File: src/rtl/pingpong_pkg.sv
// Shared types and constants for the pingpong game-flow logic.
package pingpong_pkg;

  typedef enum logic [2:0] {
    ST_IDLE   = 3'd0,
    ST_CDOWN  = 3'd1,
    ST_FLIGHT = 3'd2,
    ST_HIT    = 3'd3,
    ST_POINT  = 3'd4,
    ST_OVER   = 3'd5
  } state_e;

  localparam logic DIR_TO_A = 1'b0;
  localparam logic DIR_TO_B = 1'b1;

  localparam logic SERVER_A = 1'b0;
  localparam logic SERVER_B = 1'b1;

  localparam int unsigned SCORE_W = 4;
  localparam int unsigned PER_W   = 16;

  localparam logic [1:0] CD_START = 2'd3;

  // Score increment that sticks at the top of the score range.
  function automatic logic [SCORE_W-1:0] sat_inc(input logic [SCORE_W-1:0] s);
    return (s == '1) ? s : s + SCORE_W'(1);
  endfunction

endpackage

File: src/rtl/tick_divider.sv
// Enabled wrap-around counter producing a one-cycle pulse at terminal count.
module tick_divider #(
  parameter int unsigned DIV = 50000
) (
  input  logic clk,
  input  logic rst_n,
  input  logic en,
  input  logic clr,
  output logic tick
);

  localparam int unsigned       CNT_W = (DIV > 1) ? $clog2(DIV) : 1;
  localparam logic [CNT_W-1:0]  LAST  = CNT_W'(DIV - 1);

  logic [CNT_W-1:0] cnt_q, cnt_d;

  // Clear wins over counting so a state change restarts the tick phase.
  always_comb begin
    cnt_d = cnt_q;
    if (clr) begin
      cnt_d = '0;
    end else if (en) begin
      cnt_d = (cnt_q == LAST) ? '0 : cnt_q + CNT_W'(1);
    end
  end

  // Counter register.
  always_ff @(posedge clk or negedge rst_n) begin
    if (!rst_n) cnt_q <= '0;
    else        cnt_q <= cnt_d;
  end

  assign tick = en && (cnt_q == LAST);

endmodule

File: src/rtl/serve_sequencer.sv
// Rally-level game controller: serve countdown, ball stepping, hit windows
// and scoring, all timed from a single millisecond tick.
module serve_sequencer
  import pingpong_pkg::*;
#(
  parameter int unsigned TICK_DIV = 50000,
  parameter int unsigned CD_MS    = 1000,
  parameter int unsigned STEP_MS  = 200,
  parameter int unsigned LANE     = 8,
  parameter int unsigned WIN      = 11,
  parameter int unsigned POS_W    = $clog2(LANE)
) (
  input  logic               clk,
  input  logic               rst_n,
  input  logic               start,
  input  logic               hit_a,
  input  logic               hit_b,
  output logic [POS_W-1:0]   ball_pos,
  output logic               ball_dir,
  output logic [1:0]         countdown,
  output logic [SCORE_W-1:0] score_a,
  output logic [SCORE_W-1:0] score_b,
  output logic               point_a,
  output logic               point_b,
  output logic               game_over,
  output logic [2:0]         state
);

  localparam logic [POS_W-1:0]   POS_A     = '0;
  localparam logic [POS_W-1:0]   POS_B     = POS_W'(LANE - 1);
  localparam logic [PER_W-1:0]   CD_LAST   = PER_W'(CD_MS - 1);
  localparam logic [PER_W-1:0]   STEP_LAST = PER_W'(STEP_MS - 1);
  localparam logic [SCORE_W-1:0] WIN_SC    = SCORE_W'(WIN);

  state_e             state_q, state_d;
  logic [PER_W-1:0]   per_q, per_d;
  logic [POS_W-1:0]   pos_q, pos_d;
  logic               dir_q, dir_d;
  logic [1:0]         cd_q, cd_d;
  logic [SCORE_W-1:0] score_a_q, score_a_d;
  logic [SCORE_W-1:0] score_b_q, score_b_d;
  logic               point_a_q, point_a_d;
  logic               point_b_q, point_b_d;
  logic               over_q, over_d;
  logic               server_q, server_d;

  logic               tick;
  logic               tick_en;
  logic               state_chg;
  logic [PER_W-1:0]   per_last;
  logic               period_done;
  logic               hit_valid;
  logic [POS_W-1:0]   pos_step;

  assign tick_en   = (state_q != ST_IDLE) && (state_q != ST_OVER);
  assign state_chg = (state_d != state_q);

  tick_divider #(
    .DIV (TICK_DIV)
  ) u_tick_divider (
    .clk   (clk),
    .rst_n (rst_n),
    .en    (tick_en),
    .clr   (state_chg),
    .tick  (tick)
  );

  // Period length selection and completion detect.
  always_comb begin
    per_last    = CD_LAST;
    if ((state_q == ST_FLIGHT) || (state_q == ST_HIT)) per_last = STEP_LAST;
    period_done = tick && (per_q == per_last);
    hit_valid   = (dir_q == DIR_TO_B) ? hit_b : hit_a;
    pos_step    = (dir_q == DIR_TO_B) ? pos_q + POS_W'(1) : pos_q - POS_W'(1);
  end

  // Period counter: restarts on any state change and on each completion.
  always_comb begin
    per_d = per_q;
    if (state_chg || period_done) per_d = '0;
    else if (tick)                per_d = per_q + PER_W'(1);
  end

  // Next-state and registered-output logic.
  always_comb begin
    state_d   = state_q;
    pos_d     = pos_q;
    dir_d     = dir_q;
    cd_d      = cd_q;
    score_a_d = score_a_q;
    score_b_d = score_b_q;
    point_a_d = point_a_q;
    point_b_d = point_b_q;
    over_d    = over_q;
    server_d  = server_q;

    unique case (state_q)
      ST_IDLE: begin
        if (start) begin
          state_d = ST_CDOWN;
          cd_d    = CD_START;
          pos_d   = (server_q == SERVER_A) ? POS_A : POS_B;
        end
      end

      ST_CDOWN: begin
        if (period_done) begin
          if (cd_q == 2'd1) begin
            state_d = ST_FLIGHT;
            cd_d    = '0;
            pos_d   = (server_q == SERVER_A) ? POS_A : POS_B;
            dir_d   = (server_q == SERVER_A) ? DIR_TO_B : DIR_TO_A;
          end else begin
            cd_d = cd_q - 2'd1;
          end
        end
      end

      ST_FLIGHT: begin
        if (period_done) begin
          pos_d = pos_step;
          if (pos_step == ((dir_q == DIR_TO_B) ? POS_B : POS_A)) state_d = ST_HIT;
        end
      end

      // A valid swing is checked before window expiry so a swing on the
      // final cycle of the window still counts as a return.
      ST_HIT: begin
        if (hit_valid) begin
          dir_d   = ~dir_q;
          state_d = ST_FLIGHT;
        end else if (period_done) begin
          state_d = ST_POINT;
          if (dir_q == DIR_TO_B) begin
            score_a_d = sat_inc(score_a_q);
            point_a_d = 1'b1;
          end else begin
            score_b_d = sat_inc(score_b_q);
            point_b_d = 1'b1;
          end
        end
      end

      ST_POINT: begin
        if (period_done) begin
          point_a_d = 1'b0;
          point_b_d = 1'b0;
          if ((point_a_q && (score_a_q == WIN_SC)) ||
              (point_b_q && (score_b_q == WIN_SC))) begin
            state_d = ST_OVER;
            over_d  = 1'b1;
          end else begin
            server_d = point_a_q ? SERVER_B : SERVER_A;
            state_d  = ST_CDOWN;
            cd_d     = CD_START;
            pos_d    = point_a_q ? POS_B : POS_A;
          end
        end
      end

      ST_OVER: begin
        if (start) begin
          score_a_d = '0;
          score_b_d = '0;
          server_d  = SERVER_A;
          over_d    = 1'b0;
          state_d   = ST_CDOWN;
          cd_d      = CD_START;
          pos_d     = POS_A;
        end
      end

      default: begin
        state_d = ST_IDLE;
      end
    endcase
  end

  // State, counter and output registers.
  always_ff @(posedge clk or negedge rst_n) begin
    if (!rst_n) begin
      state_q   <= ST_IDLE;
      per_q     <= '0;
      pos_q     <= '0;
      dir_q     <= 1'b0;
      cd_q      <= '0;
      score_a_q <= '0;
      score_b_q <= '0;
      point_a_q <= 1'b0;
      point_b_q <= 1'b0;
      over_q    <= 1'b0;
      server_q  <= SERVER_A;
    end else begin
      state_q   <= state_d;
      per_q     <= per_d;
      pos_q     <= pos_d;
      dir_q     <= dir_d;
      cd_q      <= cd_d;
      score_a_q <= score_a_d;
      score_b_q <= score_b_d;
      point_a_q <= point_a_d;
      point_b_q <= point_b_d;
      over_q    <= over_d;
      server_q  <= server_d;
    end
  end

  assign ball_pos  = pos_q;
  assign ball_dir  = dir_q;
  assign countdown = cd_q;
  assign score_a   = score_a_q;
  assign score_b   = score_b_q;
  assign point_a   = point_a_q;
  assign point_b   = point_b_q;
  assign game_over = over_q;
  assign state     = state_q;

endmodule

File: config.mk
export PLATFORM = sky130hd
export DESIGN_NAME = serve_sequencer
export DESIGN_NICKNAME = d
export VERILOG_FILES = /design/src/rtl/pingpong_pkg.sv /design/src/rtl/tick_divider.sv /design/src/rtl/serve_sequencer.sv
export SDC_FILE = /design/constraint.sdc
export NUM_CORES = 1
export LEC_CHECK = 0
export CAP_MARGIN = 5
export CELL_PAD_IN_SITES_DETAIL_PLACEMENT = 1
export CELL_PAD_IN_SITES_GLOBAL_PLACEMENT = 1
export CORE_ASPECT_RATIO = 0.6
export CORE_UTILIZATION = 35
export CTS_BUF_LIST = sky130_fd_sc_hd__clkbuf_8
export CTS_CLUSTER_SIZE = 40
export DETAILED_ROUTE_END_ITERATION = 8
export PLACE_DENSITY_LB_ADDON = 0.1
export SLEW_MARGIN = 30
export SYNTH_ARGS = -nofsm -noshare
export SYNTH_HDL_FRONTEND = slang
export SYNTH_HIERARCHICAL = 1
export SYNTH_SLANG_ARGS = --single-unit
File: constraint.sdc
create_clock -name clk -period 3.1 [get_ports clk]
set_input_delay 0.62 -clock clk [delete_from_list [all_inputs] [get_ports clk]]
set_output_delay 0.62 -clock clk [all_outputs]
set_load 0.02 [all_outputs]
**Word-level counts from Yosys, hierarchy flattened**

Cells that the tools add are included.

- Flip-flop bits (word level): 53
- Input port bits: 5
- Output and inout bits: 20
- Logic and storage cells: 147

- $add $sub $neg: 7
- Eq/ne operators: 31
- Mux-type cells: 68
- Bitwise operators: 1
- Reduce and logical (&&, ||, !) cells: 28

Operators with widths:

| operator | number |
|---|---|
| 2-to-1 mux 16 bit | 5 |
| 2-to-1 mux 3 bit | 20 |
| 2-to-1 mux 4 bit | 9 |
| adder 16 x 1 -> 16 bit, second input constant | 2 |
| != test 2 bit, second input constant | 15 |
| case mux 3 bit (5 select lines) | 2 |
| 2-to-1 mux 1 bit | 18 |
| equality test 16 bit | 1 |
| equality test 16 bit, second input constant | 1 |
| equality test 4 bit, second input constant | 4 |
| case mux 4 bit (2 select lines) | 2 |
| AND reduction 5 bit | 3 |
| AND reduction 4 bit | 3 |
| AND reduction 6 bit | 2 |
| nonzero test 2 bit | 6 |
| 2-to-1 mux 10 bit | 1 |
| 2-to-1 mux 2 bit | 5 |
| case mux 1 bit (2 select lines) | 5 |
| adder 4 x 1 -> 4 bit, second input constant | 2 |
| AND reduction 8 bit | 1 |
| equality test 3 x 2 -> 1 bit, second input constant | 2 |
| equality test 3 bit, second input constant | 2 |
| case mux 2 bit (3 select lines) | 1 |
| nonzero test 3 bit | 2 |
| 15 further kinds | 21 |

**Depth between registers and ports, before layout**

- Depth in word-level cells: 11
- Gate-level depth with buffers: 17
- Depth with buffers taken out: 14

**Hierarchy**

The synthesis kept the hierarchy.

By module, submodules not included:

| module | times used | cells an instance | area each (sq um) | seq. area each (sq um) |
|---|---|---|---|---|
| serve_sequencer | 1 | 238 | 2259.7 | 925.9 |
| tick_divider | 1 | 100 | 920.9 | 400.4 |

**Least setup slack after synthesis**

OpenSTA, ideal clock, no wires.

- Kind: register -> register
- From: register state_q[0] (netlist: state[0])
- To: register u_tick_divider.cnt_q[5]
- Setup time: 0.131 ns
- Arrival time: 3.405 ns
- Data required time: 2.969 ns
- Slack: -0.437 ns
- Stages on the path, launching flop included: 18
- Buffers on the path: 3
- Period minus slack after synthesis: 3.537 ns
- Cell sequence: dfrtp_1 -> inv_1 -> buf_6 -> nor2_1 -> or3_1 -> and4_1 -> clkbuf_8 -> nand4b_1 -> nor4_4 -> nand2_2 -> mux2_2 -> xnor2_1 -> a21o_1 -> clkbuf_1 -> nor2_1 -> or3_1 -> xor2_1 -> nor2_1

- Elaborated cells on any way between the ends: 27
- Those cells by class: eq/ne (8); mux (11); reduce/logical (8)

RTL lines:

| what | line | source |
|---|---|---|
| start: declaration | serve_sequencer.sv:35 | `state_e state_q, state_d;` |
| start signal: assignment | serve_sequencer.sv:194 | `state_q <= state_d;` |
| != test 3 bit / nonzero test 3 bit (equally long branches) | serve_sequencer.sv:55 | `assign tick_en = (state_q != ST_IDLE) && (state_q != ST_OVER);` |
| logical AND 1 bit (*) | serve_sequencer.sv:55 |  |
| named net tick_en | serve_sequencer.sv:48 | `logic tick_en;` |
| logical AND 1 bit (*) | tick_divider.sv:33 | `assign tick = en && (cnt_q == LAST);` |
| named net tick | serve_sequencer.sv:47 | `logic tick;` |
| logical AND 1 bit (*) | serve_sequencer.sv:72 | `period_done = tick && (per_q == per_last);` |
| 2-to-1 mux 3 bit | serve_sequencer.sv:132 | `end else if (period_done) begin` |
| 2-to-1 mux 3 bit | serve_sequencer.sv:129 | `if (hit_valid) begin` |
| case mux 3 bit (5 select lines) (*) | serve_sequencer.sv:97 | `unique case (state_q)` |
| named net state_d[0] | serve_sequencer.sv:35 |  |
| != test 3 bit (*) | serve_sequencer.sv:56 | `assign state_chg = (state_d != state_q);` |
| named net state_chg | serve_sequencer.sv:49 | `logic state_chg;` |
| 2-to-1 mux 16 bit / nonzero test 2 bit (equally long branches) | -- |  |
| end signal: assignment | tick_divider.sv:30 | `else cnt_q <= cnt_d;` |
| end: declaration | tick_divider.sv:15 | `logic [CNT_W-1:0] cnt_q, cnt_d;` |

The timed path passes the listed nets; every way through them passes the cells marked *.
A chain may end at the register's enable or synchronous reset.

**Worst setup path in the final report**

- From: register u_tick_divider.cnt_q[0]
- To: register u_tick_divider.cnt_q[14]

- Cells in the longest elaborated chain, start to end: 8
- Elaborated cells on any way between the ends: 15
- Those cells by class: add/sub (1); eq/ne (2); mux (9); reduce/logical (3)

RTL lines:

| what | line |
|---|---|
| equality test 16 bit (*) | tick_divider.sv:33 |
| logical AND 1 bit (*) | tick_divider.sv:33 |
| named net tick | serve_sequencer.sv:47 |
| logical AND 1 bit (*) | serve_sequencer.sv:72 |
| 2-to-1 mux 3 bit | serve_sequencer.sv:132 |
| 2-to-1 mux 3 bit | serve_sequencer.sv:129 |
| case mux 3 bit (5 select lines) (*) | serve_sequencer.sv:97 |
| named net state_d[0] | serve_sequencer.sv:35 |
| != test 3 bit (*) | serve_sequencer.sv:56 |
| named net state_chg | serve_sequencer.sv:49 |
| 2-to-1 mux 16 bit / nonzero test 2 bit (equally long branches) | -- |

The timed path passes the listed nets; every way through them passes the cells marked *. The select of a mux whose other input is x is not followed.

==> impl_results.html <==
<table>
<tr><th>Metric</th><th>Value</th></tr>
<tr><th colspan="2">Outcome</th></tr>
<tr><td>Result of the run</td><td>complete, but fails checks</td></tr>
<tr><td>Violations in the final reports</td><td>design-rule violations</td></tr>
<tr><th colspan="2">Power and ir drop</th></tr>
<tr><td>Portion of total power attributed to combinational logic</td><td>0.264</td></tr>
<tr><td>Fraction of power consumed by the clock network</td><td>0.281</td></tr>
<tr><td>Sequential power share</td><td>0.455</td></tr>
<tr><td>Switching pwr</td><td>539.0 uW</td></tr>
<tr><td>Total internal power</td><td>1.197 mW</td></tr>
<tr><td>Total power</td><td>1.736 mW</td></tr>
<tr><td>Switching portion of total power</td><td>0.3106</td></tr>
<tr><td>Power per standard cell area</td><td>412.0 mW/mm^2</td></tr>
<tr><td>Worst-case vdd ir drop</td><td>0.1611 mV</td></tr>
<tr><td>Pleak</td><td>1.852 nW</td></tr>
<tr><th colspan="2">Yosys</th></tr>
<tr><td>Average cell area after synthesis</td><td>9.410 sq um</td></tr>
<tr><td>Synth top cells by count</td><td>dfrtp_1 (53), nor2_1 (46), nand2_1 (30), xnor2_1 (16)</td></tr>
<tr><td>Post-synth top area cell</td><td>dfrtp_1</td></tr>
<tr><td>Top flip-flop cell by instance count after synthesis</td><td>dfrtp_1</td></tr>
<tr><td>Cell types occupying the most area after synthesis</td><td>dfrtp_1 (42%), nor2_1 (5.4%), xnor2_1 (4.4%)</td></tr>
<tr><td>Fraction of synthesized cell area taken by the top area cell type</td><td>0.4170</td></tr>
<tr><td>Number of synthesized register bits</td><td>53</td></tr>
<tr><td>Number of library cell types mapped by synthesis</td><td>59</td></tr>
<tr><td>Portion of the post-synthesis area used by sequential elements</td><td>0.4170</td></tr>
<tr><td>Net count after synthesis</td><td>349</td></tr>
<tr><td>Mapped Area</td><td>0.003181 sq mm</td></tr>
<tr><td>Async S/R FF share, synth</td><td>1.000</td></tr>
<tr><td>Synthesized netlist cell count</td><td>338</td></tr>
<tr><td>Number of enable-type register cells in the synthesized netlist</td><td>0</td></tr>
<tr><td>YS warnings</td><td>6</td></tr>
<tr><td>Dominant cell by count in the synthesized netlist</td><td>dfrtp_1</td></tr>
<tr><th colspan="2">CTS</th></tr>
<tr><td>CTS tree</td><td>yes</td></tr>
<tr><td>Clock root cell</td><td>clkbuf_8</td></tr>
<tr><td>Max Buffers Root-to-Sink</td><td>2</td></tr>
<tr><td>CTS Hold Buffers Added</td><td>0</td></tr>
<tr><td>Number of H-tree branching levels</td><td>2</td></tr>
<tr><td>Clock Sink Count</td><td>53</td></tr>
<tr><td>Clock edge transition at the registers on the reported setup and hold paths</td><td>100 ps</td></tr>
<tr><td>Clock buffer count from CTS</td><td>5</td></tr>
<tr><td>Clk_lat worst skew</td><td>320 ps</td></tr>
<tr><th colspan="2">Place</th></tr>
<tr><td>Worst setup slack before clock tree synthesis</td><td>-90.65 ps</td></tr>
<tr><td>IO buf count</td><td>24</td></tr>
<tr><td>Last weighted congestion value of the routability-driven placer</td><td>0.8061</td></tr>
<tr><td>Total placed cells including tap cells</td><td>507</td></tr>
<tr><td>Detail Placement HPWL</td><td>6923 microns</td></tr>
<tr><th colspan="2">Global routing</th></tr>
<tr><td>Largest net degree at the start of global routing</td><td>31</td></tr>
<tr><td>Initial antenna violation count</td><td>0</td></tr>
<tr><td>Total grt overflow</td><td>0</td></tr>
<tr><td>GR Util All Layers</td><td>0.2100</td></tr>
<tr><td>Via count of the first global-routing pass</td><td>2750</td></tr>
<tr><td>First-pass GRT wire length</td><td>15210 microns</td></tr>
<tr><th colspan="2">Detailed routing</th></tr>
<tr><td>Drt drc</td><td>4</td></tr>
<tr><td>DRT Wirelength</td><td>9309 microns</td></tr>
<tr><td>Mean routed wirelength per cell</td><td>17.60 microns</td></tr>
<tr><td>Drt initial violations</td><td>135</td></tr>
<tr><td>Detail-routed via count per cell</td><td>5.352</td></tr>
<tr><td>Detailed-route via count</td><td>2831</td></tr>
<tr><td>Number of nets with antenna violations after routing</td><td>0</td></tr>
<tr><td>Detailed Routing Iterations Pass 1</td><td>6</td></tr>
<tr><th colspan="2">Worst setup path</th></tr>
<tr><td>Required time worst endpoint</td><td>3350 ps</td></tr>
<tr><td>CP Launch Type</td><td>flip-flop</td></tr>
<tr><td>Largest driver fanout on the critical path</td><td>5</td></tr>
<tr><td>Data arrival, critical path</td><td>3300 ps</td></tr>
<tr><td>Path type of the worst setup path</td><td>flip-flop to flip-flop</td></tr>
<tr><td>Crit end category</td><td>flip-flop</td></tr>
<tr><th colspan="2">Cells and area</th></tr>
<tr><td>Number of inserted diodes</td><td>0</td></tr>
<tr><td>Layout cells sized above 1</td><td>0.2710</td></tr>
<tr><td>Fill cell total of the finished layout</td><td>989</td></tr>
<tr><td>Area growth from synthesis to final layout</td><td>32.45%</td></tr>
<tr><td>Post-layout net count</td><td>427</td></tr>
<tr><td>Final cell utilization of the core</td><td>0.4868</td></tr>
<tr><td>Number of standard cells in the final layout excluding fillers</td><td>529</td></tr>
<tr><th colspan="2">Flow run</th></tr>
<tr><td>Number of maximum-capacitance constraint violations</td><td>0</td></tr>
<tr><th colspan="2">Timing</th></tr>
<tr><td>Worst slew pin tran</td><td>808.5 ps</td></tr>
<tr><td>Final worst-path cycle share</td><td>0.9861</td></tr>
<tr><td>Upper clock frequency limit</td><td>327.1 MHz</td></tr>
<tr><td>Worst Clk Skew</td><td>12.00 ps</td></tr>
<tr><td>Headroom to the max-slew limit</td><td>0.4585</td></tr>
<tr><td>Hold slack</td><td>323.4 ps</td></tr>
<tr><td>Setup violation total in the final timing report</td><td>0</td></tr>
<tr><td>Unrepaired setup endpoints after global routing</td><td>true</td></tr>
<tr><td>Final critical delay including setup and external delays</td><td>3057 ps</td></tr>
<tr><td>Final Hold Violating Endpoints</td><td>0</td></tr>
<tr><td>Final critical-path setup slack</td><td>43.07 ps</td></tr>
<tr><td>Number of max-slew violations in the final report</td><td>0</td></tr>
<tr><th colspan="2">Floorplan</th></tr>
<tr><td>Die span in x</td><td>125.1 microns</td></tr>
<tr><td>CORE AREA</td><td>0.008653 sq mm</td></tr>
<tr><td>Die Ht</td><td>75.84 microns</td></tr>
<tr><td>Starting utilization of the core area</td><td>0.3676</td></tr>
<tr><td>Number of I/O pins</td><td>25</td></tr>
<tr><td>Die Footprint</td><td>0.009485 sq mm</td></tr>
<tr><td>Row count</td><td>26</td></tr>
<tr><th colspan="2">Worst hold path</th></tr>
<tr><td>Class of the tightest hold or removal check</td><td>input port to async pin</td></tr>
</table>
-- timing repair --
item                                    in CTS  in global routing
hold endpoints to repair                     0                  0
endpoints found under the setup margin      13                 18
buffers inserted                             7                  6
gates resized for setup                     14                 16
pin swaps                                    5                 14
gates cloned                                 1                  0
-- routing by layer --
metal	vias to the layer above	part of all wire	global-route usage	wire (microns)
met1	1394	0.57	0.3361	5262
met5	-	0	0	0
met2	46	0.39	0.2843	3653
li1	1384	-	-	-
met3	7	0.034	0.03652	316
met4	0	0.0082	0.04878	76
-- power groups by stage --
stage               combinational [mW]  clock (mW)  sequential [mW]
floorplan                        0.158           0            0.829
global placement                 0.384           0            0.797
detailed placement               0.384           0            0.802
CTS                              0.405       0.507            0.788
global route                     0.502       0.533            0.797
finish                           0.458       0.488            0.790
-- area by class of cell --
type / instances / area [sq um] / share of cell area
Timing Repair Buffer: 84 / 713.2 / 0.1693
Sequential cell: 53 / 1329 / 0.3154
Multi-Input combinational cell: 262 / 1882 / 0.4467
Tap cell: 112 / 140.1 / 0.03326
Clock inverter: 3 / 42.54 / 0.01010
Clock buffer: 5 / 68.82 / 0.01634
Inverter: 10 / 37.54 / 0.008910
-- path summary, 6_finish.rpt --
kind	from	end	slack, ps	depth (start not counted)
setup / recovery	u_tick_divider/cnt_q[0]	u_tick_divider/cnt_q[14]	40	15
setup reg to reg	u_tick_divider/cnt_q[0]	u_tick_divider/cnt_q[14]	40	15
hold / removal	rst_n	countdown[1]	320	1
hold reg to reg	game_over	game_over	530	1
min in group clk	game_over	game_over	530	1
max in group asynchronous	rst_n	per_q[11]	2180	2
-- state kept, by name, summed over array words and instances, names as in the netlist --
name / count
ball_dir: 1
ball_pos: 3
countdown: 2
game_over: 1
per_q: 16
point_a: 1
point_b: 1
score_a: 4
score_b: 4
server_q: 1
state: 3
u_tick_divider/cnt_q: 16
-- per-stage QoR --
stage               setup TNS (ps)  area (sq um)
finish                           0          4213
global route                 -1391          4213
CTS                         -6.932          4076
detailed placement          -420.0          3846
global placement            -41.97          3846
floorplan                   -861.6          3219
-- kinds of logic after synthesis --
logic type / count (synthesis) / share of synthesized area
adders and majority gates: 6 / 0.02596
AOI/OAI and AO/OA: 60 / 0.1361
buffers and inverters: 23 / 0.04209
xor gates and xnor gates: 30 / 0.08261
muxes: 10 / 0.03344
DFF: 53 / 0.4170
and+or+nand+nor: 156 / 0.2628
-- worst max-delay path: stages, from the launching register on --
cell and delay, ps:
dfrtp_1 370, ha_2 190, nand4_1 120, nor4_1 180
and4_1 260, nand4b_1 160, nor4_4 200, nand2_2 130
mux2_4 330, xnor2_2 140, a21o_4 220, buf_6 130
nor2_4 140, buf_6 150, a41oi_2 110, a31oi_1 170
-- layout by cell type, fill, tap and decap left out, types with 7 or more instances in the layout --
cell / synthesis / final
buf_4: 2 / 55
dfrtp_1: 53 / 51
nor2_1: 46 / 41
nand2_1: 30 / 28
clkdlybuf4s50_1: 0 / 23
nand3_1: 14 / 14
xnor2_1: 16 / 14
xor2_1: 14 / 13
a21oi_1: 12 / 12
inv_1: 9 / 10
nand4_1: 10 / 10
o21ai_0: 10 / 9
nor3_1: 8 / 8
a31oi_1: 7 / 7
(Power assumes the default switching activity.)
